`src/rtl/fetch_unit.sv`:
```
`default_nettype none
// ============================================================================
// fetch_unit : PC sequencer and registered fetch stage in front of InstructionMemory.
// Optional feature macro: STEP_MODE_EN (adds Step port; retires only on a Step edge).
// Revision: 1.0
// ============================================================================
module fetch_unit #(
  parameter int IMEM_DEPTH = 32,
  parameter int CNT_W      = 16
) (
  input  logic             Clock,
  input  logic             Reset,
  input  logic [31:0]      InstructIn,
  input  logic             BranchTaken,
  input  logic [31:0]      RegTarget,
  input  logic             InValid,
`ifdef STEP_MODE_EN
  input  logic             Step,
`endif
  output logic [31:0]      PC,
  output logic [31:0]      InstructOut,
  output logic             InstructVld,
  output logic             InReq,
  output logic             Halted,
  output logic [CNT_W-1:0] RetiredCnt
);

  localparam int AW = $clog2(IMEM_DEPTH);

  localparam logic [5:0] OP_BEQ  = 6'b001101;
  localparam logic [5:0] OP_BNE  = 6'b001110;
  localparam logic [5:0] OP_BGT  = 6'b001111;
  localparam logic [5:0] OP_J    = 6'b010001;
  localparam logic [5:0] OP_JR   = 6'b010010;
  localparam logic [5:0] OP_IN   = 6'b010011;
  localparam logic [5:0] OP_HALT = 6'b111111;

  typedef enum logic [1:0] {
    S_RUN     = 2'd0,
    S_WAIT_IN = 2'd1,
    S_HALT    = 2'd2
  } state_t;

  state_t           state;
  logic [AW-1:0]    pc_q;
  logic [AW-1:0]    pc_inc;
  logic [AW-1:0]    pc_next;
  logic [31:0]      j_target;
  logic [5:0]       op;
  logic             run_en;
  logic             in_stall;
  logic             in_req_q;
  logic [31:0]      instr_q;
  logic             vld_q;
  logic             halted_q;
  logic [CNT_W-1:0] cnt_q;
  logic             unused_bits;

  assign op       = InstructIn[31:26];
  assign pc_inc   = pc_q + {{(AW-1){1'b0}}, 1'b1};
  assign j_target = {21'd0, InstructIn[10:0]};

  // All targets are reduced to the low AW bits, which is the modulo-depth wrap.
  always_comb begin
    pc_next = pc_inc;
    case (op)
      OP_BEQ, OP_BNE, OP_BGT: if (BranchTaken) pc_next = RegTarget[AW-1:0];
      OP_J:                   pc_next = j_target[AW-1:0];
      OP_JR:                  pc_next = RegTarget[AW-1:0];
      default:                pc_next = pc_inc;
    endcase
  end

`ifdef STEP_MODE_EN
  logic step_s1;
  logic step_s2;
  logic step_s3;

  always_ff @(posedge Clock or negedge Reset) begin
    if (!Reset) begin
      step_s1 <= 1'b0;
      step_s2 <= 1'b0;
      step_s3 <= 1'b0;
    end else begin
      step_s1 <= Step;
      step_s2 <= step_s1;
      step_s3 <= step_s2;
    end
  end

  assign run_en = step_s2 & ~step_s3;
`else
  assign run_en = 1'b1;
`endif

  assign in_stall = (state == S_RUN) && run_en && (op == OP_IN) && !InValid;

  // The stall cycle itself raises InReq before the registered copy takes over.
  assign InReq = in_req_q | (in_stall & Reset);

  always_ff @(posedge Clock or negedge Reset) begin
    if (!Reset) begin
      state    <= S_RUN;
      pc_q     <= '0;
      instr_q  <= '0;
      vld_q    <= 1'b0;
      in_req_q <= 1'b0;
      halted_q <= 1'b0;
      cnt_q    <= '0;
    end else begin
      vld_q <= 1'b0;
      case (state)
        S_RUN: begin
          if (run_en) begin
            if (in_stall) begin
              in_req_q <= 1'b1;
              state    <= S_WAIT_IN;
            end else begin
              instr_q <= InstructIn;
              vld_q   <= 1'b1;
              if (~&cnt_q) cnt_q <= cnt_q + {{(CNT_W-1){1'b0}}, 1'b1};
              if (op == OP_HALT) begin
                halted_q <= 1'b1;
                state    <= S_HALT;
              end else begin
                pc_q <= pc_next;
              end
            end
          end
        end
        S_WAIT_IN: begin
          if (InValid) begin
            instr_q  <= InstructIn;
            vld_q    <= 1'b1;
            if (~&cnt_q) cnt_q <= cnt_q + {{(CNT_W-1){1'b0}}, 1'b1};
            pc_q     <= pc_inc;
            in_req_q <= 1'b0;
            state    <= S_RUN;
          end
        end
        S_HALT: begin
          state <= S_HALT;
        end
        default: begin
          state <= S_RUN;
        end
      endcase
    end
  end

  assign PC          = {{(32-AW){1'b0}}, pc_q};
  assign InstructOut = instr_q;
  assign InstructVld = vld_q;
  assign Halted      = halted_q;
  assign RetiredCnt  = cnt_q;

  assign unused_bits = &{1'b0, InstructIn[25:11], RegTarget[31:AW], j_target[31:AW]};

endmodule
`default_nettype wire

```
`config.mk`:
```
export PLATFORM = sky130hd
export DESIGN_NAME = fetch_unit
export DESIGN_NICKNAME = d
export VERILOG_FILES = /design/src/rtl/fetch_unit.sv
export SDC_FILE = /design/constraint.sdc
export NUM_CORES = 1
export LEC_CHECK = 0
export CORE_UTILIZATION = 39
export DETAILED_ROUTE_END_ITERATION = 8
export PLACE_DENSITY_LB_ADDON = 0.08
export SYNTH_ARGS = -nofsm -noshare
export SYNTH_HDL_FRONTEND = slang
export SYNTH_SLANG_ARGS = --single-unit
```
`constraint.sdc`:
```
create_clock -name Clock -period 2.1 [get_ports Clock]
set_input_delay 0.315 -clock Clock [delete_from_list [all_inputs] [get_ports Clock]]
set_output_delay 0.315 -clock Clock [all_outputs]
set_load 0.1 [all_outputs]
```
==> results of run 1 <==
## cell families after synthesis
group | synth area share (%)
and+or+nand+nor | 23.72
DFF | 52.30
buffers and inverters | 9.513
AOI/OAI and AO/OA | 8.928
xor gates and xnor gates | 4.103
adders and majority gates | 0.9016
other | 0.1351
muxes | 0.4057
## final cells by class
cell class	instances	share of cell area, %
multi-input combinational	225	29.59
clock inverter	7	1.981
clock buffer	9	3.113
sequential	58	36.92
inverter	7	0.6604
tap	96	3.019
timing repair buffer	117	24.72
## cells in the final DEF (no fill, tap or decap), types with 2 or more instances in the layout
master and count:
buf_4 76, nor4b_1 3, xor2_1 5, o22a_1 3
nand2_1 110, dfrtp_1 44, inv_1 6, clkinv_4 2
a221o_1 3, a21oi_1 2, nand2b_1 3, clkinvlp_4 3
ha_1 2, dlygate4sd2_1 4, nor2_1 6, clkdlybuf4s50_1 34
a22oi_1 2, and3_1 5, clkbuf_8 9, a22o_1 3
o21bai_1 4, xnor2_1 8, dfrtp_2 14, nand3_1 3
nor3_1 6, o21ai_0 5, nand4_1 6, conb_1 27
## registers in the layout, summed over array words and instances, names as in the netlist
register     count
Halted           1
InstructOut     32
InstructVld      1
RetiredCnt      16
in_req_q         1
pc_q             5
state            2
## power breakdown
group	internal (mW)	switching [mW]	leakage, nW
Clock	0.555	0.493	0.0921
Sequential	1.42	0.237	0.703
Combinational	0.718	2.92	1.22
## metal layers
layer  up-vias  share of wire, %
li1       1175                 -
met1      1143                46
met2        86                46
met3         9               6.7
met4         0               1.4
met5         -                 0
## repair_timing
action | in CTS | in global routing
endpoints found under the hold margin | 0 | 0
pin swaps | 2 | 0
gates cloned | 0 | 0
endpoints found under the setup margin | 7 | 4
setup buffers | 0 | 0
gates resized for setup | 6 | 3
## worst max path at each step
stage / slack, ns / startpoint / to / depth (start not counted)
after floorplan: -0.1 / InstructIn[29] / pc_q[3] / 8
after global placement: -0.33 / InstructIn[29] / pc_q[2] / 7
after detailed placement: -0.40 / InstructIn[29] / pc_q[3] / 7
after CTS: 0.01 / state[0] / InReq / 5
after global routing: -0.01 / state[0] / InReq / 5
final: 0.05 / state[0] / InReq / 5
## metrics by stage
step / cells / TNS, ns / power [mW] / hold slack, ns
final: 519 / 0 / 6.353 / 0.1583
after global routing: 519 / -0.01171 / 6.625 / 0.2352
after CTS: 519 / 0 / 6.396 / 0.1991
after detailed placement: 503 / -13.82 / 5.335 / 0.4630
after global placement: 503 / -12.01 / 5.317 / 0.4590
after floorplan: 325 / -0.2709 / 4.554 / 0.01941
## critical path, stage by stage (launching register included)
cell	delay [ns]
dfrtp_2	0.45
or3_1	0.37
nor3_2	0.17
buf_4	0.14
a21o_4	0.12
buf_12	0.16
==> impl_metrics.py, run 1 <==
metrics = {
    "logic_synthesis": {
        "synthFlopType": "dfrtp_1",
        "synth_area_leader_cell": "dfrtp_1",
        "synth_area_leaders": "dfrtp_1 52%, nand2_1 15%, buf_4 7.6%, xnor2_1 2.5%, xor2_1 1.6%",
        "synth_area_um2": 2775,
        "synth.most_common_cell": "nand2_1",
        "synthArstFlopShare_pct": 100.0,
        "ys_seq_elements": 58,
        "synth_edf_count": 0,
        "ys_warn_count": 0,
        "syn_inst": 299,
        "netlist_top_cells_count": "110 x nand2_1, 58 x dfrtp_1, 28 x buf_4",
        "yosys.area.top_type_share_pct": 52.30,
        "synth.distinct_cells": 41,
        "yosysSeqAreaShare_pct": 52.30,
        "syn_area_per_cell_um2": 9.281,
    },
    "clock_network": {
        "cts_tree": "built",
        "htree_num_levels": 3,
        "cts-root-buf": "clkbuf_8",
        "cts_sinks": 58,
        "cts_hold_buf": 0,
        "clock_path_buffers": 2,
        "clk_latency_ns": 0.33,
        "numCtsBuffers": 9,
        "clkTransAtPathRegs_ns": 0.07,
    },
    "floorplan": {
        "core_um2": 6832,
        "die_h_um": 86.36,
        "rows": 30,
        "die_area_um2": 7457,
        "dieWidth_um": 86.36,
        "pin_count": 151,
        "start_util_pct": 40.62,
    },
    "layout": {
        "seqCellArea_um2": 1469,
        "syn_to_final_growth_pct": 43.37,
        "utilization_pct": 58.24,
        "n_fill_cell": 634,
        "drive_gt1_share_pct": 27.90,
        "antennaDiodeCount": 0,
        "multi_input_area_um2": 1177,
        "design_area_um2": 3979,
        "nets": 488,
    },
    "grt": {
        "grt_pass1_wl_mm": 11.03,
        "grtUsageTotal_pct": 19.23,
        "use_met1_pct": 25.52,
        "grt_max_degree": 59,
        "grt_pass1_vias": 2317,
        "grt.overflow.total": 0,
        "antenna_found_initial": 0,
        "grt_util_met2_pct": 29.22,
        "top_usage_layer": "met2",
        "use_met3_pct": 5.143,
    },
    "power": {
        "vdd_drop_max_v": 0.0009715,
        "leakagePower_nw": 2.019,
        "powerDensity_nw_per_um2": 1597,
    },
    "timing": {
        "rsz0062_at_grt": "yes",
        "fin_worst_skew_ns": 0.006305,
        "setup_viol_count_final": 0,
        "fin_crit_ns": 2.049,
        "worst_pin_slew_ns": 0.7244,
        "max_slew_margin_pct": 51.71,
        "fin_ws_ns": 0.05103,
        "hold_violations": 0,
        "finalCritPeriodShare_pct": 97.57,
        "maxClockFrequency_mhz": 488.1,
        "slew_viol_final": 0,
    },
    "drt": {
        "wl_per_cell_um": 12.63,
        "drc_errors": 0,
        "first_pass_iters": 4,
        "vias_per_cell": 4.649,
        "vias": 2413,
        "drt-initial-drc-count": 87,
        "drtAntennaViolNets": 0,
        "wirelength_mm": 6.556,
    },
    "critical_path": {
        "path_class": "flip-flop to primary output",
        "cp_data_required_time_ns": 1.78,
        "end_kind": "primary output",
        "crit-reg2reg-launch": "RetiredCnt[3]",
        "rr_endpoint": "RetiredCnt[8]",
        "crit_arrival_ns": 1.73,
        "reg2reg_slack_ns": 0.28,
        "r2r.worst_path.cells": 5,
        "start_kind": "flip-flop",
        "cp_max_fo": 6,
    },
    "placement": {
        "dp_slack_ns": -0.3956,
        "dpl-instance-area_um2": 3765,
        "dp_hpwl_mm": 4.697,
        "gp_congestion": 0.8621,
        "port_buffers": 96,
    },
    "status": {
        "status": "finished, final reports clean",
    },
    "flow_run": {
        "max_cap_viol_count": 0,
    },
    "worst_hold_path": {
        "hp-class": "primary input to asynchronous set/reset pin",
    },
}
(Power assumes the default switching activity.)
==> run 2, diff against run 1 <==
- CAP_MARGIN: unset -> 5
==> results of run 2 <==
The final DEF is identical to that of run 1; final timing and power are the same.
==> run 3, diff against run 2 <==
- ABC_AREA: unset -> 0
==> results of run 3 <==
The final DEF is identical to that of run 1; final timing and power are the same.
